===== src/rtl/move_scheduler.sv =====
// Play-phase move scheduler: turns frame ticks, gravity and buttons into at most one
// horizontal and one vertical move command per frame, issued over a valid/ready handshake.
module move_scheduler #(
  parameter int unsigned GRAVITY_FRAMES = 48,
  parameter int unsigned GRAVITY_STEP   = 4,
  parameter int unsigned MIN_GRAVITY    = 4,
  parameter int unsigned REPEAT_DELAY   = 12,
  parameter int unsigned REPEAT_RATE    = 4
) (
  input  logic       vclk,
  input  logic       rst,
  input  logic       frame,
  input  logic       enable,
  input  logic       LEFT,
  input  logic       RIGHT,
  input  logic       DOWN,
  input  logic [3:0] level,
  output logic       cmd_valid,
  output logic [1:0] cmd_dir,
  input  logic       cmd_ready,
  input  logic       cmd_blocked,
  output logic       lock,
  output logic       overrun
);

  localparam logic [1:0] StIdle   = 2'd0;
  localparam logic [1:0] StIssueH = 2'd1;
  localparam logic [1:0] StIssueV = 2'd2;
  localparam logic [1:0] StLock   = 2'd3;

  localparam logic [1:0] DirLeft  = 2'b01;
  localparam logic [1:0] DirRight = 2'b10;
  localparam logic [1:0] DirDown  = 2'b11;

  localparam int unsigned RepMax = REPEAT_DELAY + REPEAT_RATE;
  localparam int unsigned RepW   = $clog2(RepMax + 1);

  logic [1:0]      state_q, state_d;
  logic [9:0]      grav_cnt_q, grav_cnt_d;
  logic            grav_pend_q, grav_pend_d;
  logic [RepW-1:0] rep_cnt_q, rep_cnt_d, rep_nx;
  logic            prev_l_q, prev_l_d, prev_r_q, prev_r_d;
  logic            h_pend_q, h_pend_d;
  logic [1:0]      h_dir_q, h_dir_d;
  logic            v_pend_q, v_pend_d;
  logic            cmd_valid_q, cmd_valid_d;
  logic [1:0]      cmd_dir_q, cmd_dir_d;
  logic            overrun_q, overrun_d;

  logic signed [9:0] period_raw;
  logic [9:0]        period;
  logic              frame_en, grav_fire;
  logic              h_req;
  logic [1:0]        h_req_dir;

  // Period may go negative at high levels, hence the signed clamp.
  assign period_raw = $signed(10'(GRAVITY_FRAMES)) - $signed(10'(level) * 10'(GRAVITY_STEP));
  assign period     = (period_raw < $signed(10'(MIN_GRAVITY))) ? 10'(MIN_GRAVITY)
                                                               : $unsigned(period_raw);

  assign frame_en  = frame & enable;
  assign grav_fire = frame_en && (grav_cnt_q >= (period - 10'd1));

  // Horizontal press / auto-repeat detection; history updates on every enabled frame.
  always_comb begin
    h_req     = 1'b0;
    h_req_dir = DirLeft;
    rep_cnt_d = rep_cnt_q;
    prev_l_d  = prev_l_q;
    prev_r_d  = prev_r_q;
    rep_nx    = (rep_cnt_q == RepW'(RepMax)) ? RepW'(REPEAT_DELAY + 1) : rep_cnt_q + RepW'(1);
    if (!enable) begin
      rep_cnt_d = '0;
      prev_l_d  = 1'b0;
      prev_r_d  = 1'b0;
    end else if (frame) begin
      prev_l_d = LEFT;
      prev_r_d = RIGHT;
      if (LEFT ^ RIGHT) begin
        h_req_dir = LEFT ? DirLeft : DirRight;
        if ((LEFT && !prev_l_q) || (RIGHT && !prev_r_q)) begin
          h_req     = 1'b1;
          rep_cnt_d = '0;
        end else begin
          rep_cnt_d = rep_nx;
          h_req     = (rep_nx == RepW'(REPEAT_DELAY)) || (rep_nx == RepW'(RepMax));
        end
      end else begin
        rep_cnt_d = '0;
      end
    end
  end

  always_comb begin
    state_d     = state_q;
    grav_cnt_d  = grav_cnt_q;
    grav_pend_d = grav_pend_q;
    h_pend_d    = h_pend_q;
    h_dir_d     = h_dir_q;
    v_pend_d    = v_pend_q;
    cmd_valid_d = 1'b0;
    cmd_dir_d   = 2'b00;
    overrun_d   = frame && (state_q != StIdle);

    // Gravity keeps running outside IDLE; grav_pend stays sticky until served.
    if (frame_en) begin
      if (grav_fire) begin
        grav_cnt_d  = '0;
        grav_pend_d = 1'b1;
      end else begin
        grav_cnt_d = grav_cnt_q + 10'd1;
      end
    end

    case (state_q)
      StIdle: begin
        if (frame_en) begin
          h_pend_d    = h_req;
          h_dir_d     = h_req_dir;
          v_pend_d    = DOWN | grav_pend_q | grav_fire;
          grav_pend_d = 1'b0;
          if (DOWN) grav_cnt_d = '0;
          if (h_req) begin
            state_d     = StIssueH;
            cmd_valid_d = 1'b1;
            cmd_dir_d   = h_req_dir;
          end else if (v_pend_d) begin
            state_d     = StIssueV;
            cmd_valid_d = 1'b1;
            cmd_dir_d   = DirDown;
          end
        end
      end
      StIssueH: begin
        cmd_valid_d = 1'b1;
        cmd_dir_d   = h_dir_q;
        if (cmd_ready) begin
          h_pend_d = 1'b0;
          if (v_pend_q && enable) begin
            state_d   = StIssueV;
            cmd_dir_d = DirDown;
          end else begin
            state_d     = StIdle;
            cmd_valid_d = 1'b0;
            cmd_dir_d   = 2'b00;
          end
        end
      end
      StIssueV: begin
        cmd_valid_d = 1'b1;
        cmd_dir_d   = DirDown;
        if (cmd_ready) begin
          v_pend_d    = 1'b0;
          cmd_valid_d = 1'b0;
          cmd_dir_d   = 2'b00;
          state_d     = cmd_blocked ? StLock : StIdle;
        end
      end
      StLock: begin
        h_pend_d    = 1'b0;
        v_pend_d    = 1'b0;
        grav_pend_d = 1'b0;
        grav_cnt_d  = '0;
        state_d     = StIdle;
      end
    endcase

    // Leaving Play: an in-flight command still completes before pending work is dropped.
    if (!enable) begin
      grav_cnt_d  = '0;
      grav_pend_d = 1'b0;
      if (state_d == StIdle) begin
        h_pend_d = 1'b0;
        v_pend_d = 1'b0;
      end
    end
  end

  always_ff @(posedge vclk or posedge rst) begin
    if (rst) begin
      state_q     <= StIdle;
      grav_cnt_q  <= '0;
      grav_pend_q <= 1'b0;
      rep_cnt_q   <= '0;
      prev_l_q    <= 1'b0;
      prev_r_q    <= 1'b0;
      h_pend_q    <= 1'b0;
      h_dir_q     <= 2'b00;
      v_pend_q    <= 1'b0;
      cmd_valid_q <= 1'b0;
      cmd_dir_q   <= 2'b00;
      overrun_q   <= 1'b0;
    end else begin
      state_q     <= state_d;
      grav_cnt_q  <= grav_cnt_d;
      grav_pend_q <= grav_pend_d;
      rep_cnt_q   <= rep_cnt_d;
      prev_l_q    <= prev_l_d;
      prev_r_q    <= prev_r_d;
      h_pend_q    <= h_pend_d;
      h_dir_q     <= h_dir_d;
      v_pend_q    <= v_pend_d;
      cmd_valid_q <= cmd_valid_d;
      cmd_dir_q   <= cmd_dir_d;
      overrun_q   <= overrun_d;
    end
  end

  assign cmd_valid = cmd_valid_q;
  assign cmd_dir   = cmd_dir_q;
  assign lock      = (state_q == StLock);
  assign overrun   = overrun_q;

  // Handshake invariants relied on by the movement datapath.
  assert property (@(posedge vclk) disable iff (rst)
    cmd_valid && !cmd_ready |=> cmd_valid && $stable(cmd_dir));
  assert property (@(posedge vclk) disable iff (rst) cmd_valid |-> cmd_dir != 2'b00);
  assert property (@(posedge vclk) disable iff (rst) lock |=> !lock);

endmodule


===== config.mk =====
export PLATFORM = sky130hd
export DESIGN_NAME = move_scheduler
export DESIGN_NICKNAME = d
export VERILOG_FILES = /design/src/rtl/move_scheduler.sv
export SDC_FILE = /design/constraint.sdc
export NUM_CORES = 1
export LEC_CHECK = 0
export CORE_MARGIN = 4
export CORE_UTILIZATION = 55
export DETAILED_ROUTE_END_ITERATION = 7
export PLACE_DENSITY = 0.77
export SLEW_MARGIN = 20
export SYNTH_ARGS = -nofsm -noshare
export SYNTH_HDL_FRONTEND = slang
export SYNTH_SLANG_ARGS = --single-unit

===== constraint.sdc =====
create_clock -name vclk -period 1.99 [get_ports vclk]
set_input_delay 0.398 -clock vclk [delete_from_list [all_inputs] [get_ports vclk]]
set_output_delay 0.398 -clock vclk [all_outputs]
set_load 0.005 [all_outputs]

==> results of run 1 <==
per-stage QoR:
step | util | area, um^2
detailed placement | 0.697 | 2330
floorplan | - | 1990
global route | 0.744 | 2480
finish | 0.744 | 2480
CTS | 0.720 | 2400
global placement | 0.697 | 2330
cell usage in the layout, fill, tap and decap left out, drive strengths merged, types with 2 or more instances in the layout:
| cell type | n |
|---|---|
| nand2b | 2 |
| nor3 | 3 |
| inv | 21 |
| o21ai | 18 |
| dfrtp | 27 |
| clkdlybuf4s50 | 13 |
| and3 | 4 |
| xor2 | 7 |
| or2 | 2 |
| a221oi | 2 |
| nor2b | 3 |
| mux2i | 5 |
| a211oi | 2 |
| o221ai | 2 |
| ha | 20 |
| nand2 | 23 |
| o31ai | 4 |
| nand3 | 5 |
| clkbuf | 4 |
| nor2 | 17 |
| a21oi | 20 |
| buf | 24 |
| xnor2 | 2 |
| a22o | 4 |
cells by family (layout without fill, tap and decap cells):
family / after synthesis / count (layout) / share of synthesized area
AOI/OAI and AO/OA: 63 / 63 / 0.225
and+or+nand+nor: 62 / 62 / 0.150
DFF: 27 / 27 / 0.357
buffers and inverters: 26 / 62 / 0.0588
adders and majority gates: 20 / 20 / 0.132
xor gates and xnor gates: 9 / 9 / 0.0456
muxes: 6 / 6 / 0.0324
worst paths after layout:
path                               from             to  slack (ns)  cells after the start
setup / recovery               level[0]      cmd_valid       -0.10                     13
max in group asynchronous           rst   rep_cnt_q[0]        1.31                      3
hold reg to reg              h_dir_q[1]     h_dir_q[1]        0.51                      2
hold / removal                      rst  grav_cnt_q[1]        0.42                      3
setup reg to reg           rep_cnt_q[1]      cmd_valid           0                      7
min in group vclk            h_dir_q[1]     h_dir_q[1]        0.51                      2
power by group:
group / switching [mW] / total (mW) / leakage [nW] / internal, mW
combinational: 0.412 / 0.759 / 0.783 / 0.348
sequential: 0.0576 / 0.687 / 0.366 / 0.629
clock: 0.163 / 0.241 / 0.0150 / 0.0785
total: 0.632 / 1.69 / 1.16 / 1.06
area by class of cell:
class | instances | share of cell area
Clock buffer | 4 | 0.0106
Timing Repair Buffer | 37 | 0.131
Multi-Input combinational cell | 160 | 0.522
Sequential cell | 27 | 0.272
Inverter | 21 | 0.0408
Tap cell | 46 | 0.0232
state kept, by name, indices dropped and copies added (netlist names):
name,flops
grav_pend_q,1
cmd_dir,2
grav_cnt_q,10
prev_r_q,1
v_pend_q,1
h_dir_q,2
prev_l_q,1
overrun,1
cmd_valid,1
rep_cnt_q,5
state_q,2
tightest hold or removal path: stages:
cell and delay [ns]:
clkdlybuf4s50_1 0.39, inv_1 0.05, buf_4 0.33
layer usage:
metal,routed length [um],GRT usage,share of wire,vias to the layer above
met3,230,0.0320,0.049,13
met2,2520,0.402,0.53,65
met5,0,0,0,-
met1,1860,0.261,0.39,798
li1,-,-,-,824
met4,108,0.117,0.023,0
repair_timing:
action	in CTS	in global routing
endpoints found under the setup margin	17	16
pin swaps	17	11
gates resized for setup	36	16
buffers inserted	1	0
==> impl_metrics.py, run 1 <==
metrics = {
    "floorplan": {
        "num_rows": 21,
        "ios": 18,
        "start_util": 0.568,
        "die_h_um": 66.7,
        "fp.coreArea_mm2": 0.00334,
        "dieArea_mm2": 0.00445,
        "dieWidth_um": 66.7,
    },
    "drt": {
        "firstDrtPassIters": 4,
        "vias_per_cell": 5.76,
        "vias": 1700,
        "drt_iter0_drc": 62,
        "wl_per_cell_um": 16.0,
        "finalWirelength_mm": 4.72,
        "drc_errors": 0,
        "ant_nets": 0,
    },
    "grt": {
        "first_global_vias": 1817,
        "track_usage": 0.226,
        "grt_start_max_net_pins": 28,
        "antenna_found_initial": 0,
        "grt_pass1_wl_mm": 7.68,
        "overflow": 0,
    },
    "sta": {
        "period_minus_slack_ns": 2.09,
        "setup_viol": 6,
        "fin_crit_sh": 1.05,
        "fin_ws_ns": -0.104,
        "fin_tns_setup_ns": -0.303,
        "whs_ns": 0.417,
        "skew_ns": 0.00929,
        "hold_viol_final": 0,
        "relSlewSlack": 0.680,
        "max_freq_ghz": 0.477,
        "grt_setup_unrepaired": "yes",
        "final_max_slew_viol_count": 0,
        "tightest_slew_ns": 0.479,
    },
    "layout": {
        "drive_above_1_share": 0.273,
        "fin_cells": 295,
        "fillers": 254,
        "fin_nets": 283,
        "seqCellArea_um2": 676,
        "multiInputGateArea_mm2": 0.00129,
        "n_antenna_cell": 0,
        "synthToLayoutAreaGrowth_pct": 31.0,
    },
    "clock_network": {
        "h-tree-depth": 1,
        "clkTransAtPathRegs_ns": 0.15,
        "cts_tree": "built",
        "cts_buffer_depth": 2,
        "cts_hold_buffers": 0,
        "cts_buffers": 3,
        "clock-sinks": 27,
        "clockRootBuffer": "clkbuf_4",
        "insertion_delay_ns": 0.32,
    },
    "yosys": {
        "synth_most_common_cell": "dfrtp_1",
        "yosys_warnings": 0,
        "yosys.area.top_type": "dfrtp_1",
        "synthesis.area_mm2": 0.00189,
        "avgSynthCellArea_um2": 8.89,
        "synth_top_area_share": 0.357,
        "async_reset_ff_frac": 1.00,
        "synth_cell_type_count": 47,
        "syn_nets": 246,
        "synth_edf_count": 0,
        "syn_inst": 213,
        "synth_flop_cell": "dfrtp_1",
        "synth_commonest_cells": "dfrtp_1 (27), nand2_1 (21), a21oi_1 (20), ha_1 (20), inv_1 (19)",
        "ys_seq_elements": 27,
        "synth-seq-area-share": 0.357,
        "synth.area.top_cells": "dfrtp_1 (36%), ha_1 (13%), a21oi_1 (5.3%)",
    },
    "setup_path": {
        "critical_path_required_ns": 2.22,
        "critPathMaxFanout": 4,
        "end_kind": "flop",
        "path_class": "in -> reg",
        "critPathTopFamily": "compound AO/OA/AOI/OAI gates",
        "path_common_cell": "a21oi_2",
        "cp_cell_sequence": "buf_12 -> inv_12 -> ha_4 -> inv_4 -> nor3_4 -> o21ai_1 -> ha_1 -> a21oi_2 -> o21ai_2 -> a21oi_2 -> a21o_1 -> a21oi_2 -> or2_1",
        "cp_slowest_cell": "ha_1",
        "critPathBufInv": 3,
        "cp_slowest_stage_delay_ns": 0.33,
        "worstPathArrival_ns": 2.32,
        "start_kind": "input pin",
    },
    "pwr": {
        "p_total_mw": 1.69,
        "p_leak_nw": 1.16,
        "power.density_mw_per_mm2": 680,
        "ir_drop_v": 0.000396,
    },
    "flow_run": {
        "max_cap_violations": 0,
    },
    "run_status": {
        "status": "finished with violations",
        "violations": "setup timing",
    },
    "placed_design": {
        "hpwlAfterDp_mm": 3.38,
        "dpl.cell_count": 290,
        "pre_cts_slack_ns": -1.04,
        "io_buffer_count": 17,
        "gp_congestion": 0.904,
    },
    "worst_hold_path": {
        "min_path_type": "in -> async",
    },
}
No activity file was read; power rests on OpenSTA's default activity.
==> run 2: changes to the inputs <==
--- a/config.mk
+++ b/config.mk
@@ -5,6 +5,7 @@
 export SDC_FILE = /design/constraint.sdc
 export NUM_CORES = 1
 export LEC_CHECK = 0
+export CAP_MARGIN = 25
 export CORE_MARGIN = 4
 export CORE_UTILIZATION = 55
 export DETAILED_ROUTE_END_ITERATION = 7
==> results of run 2 <==
No change in the layout: final DEF, timing and power equal those of run 1.
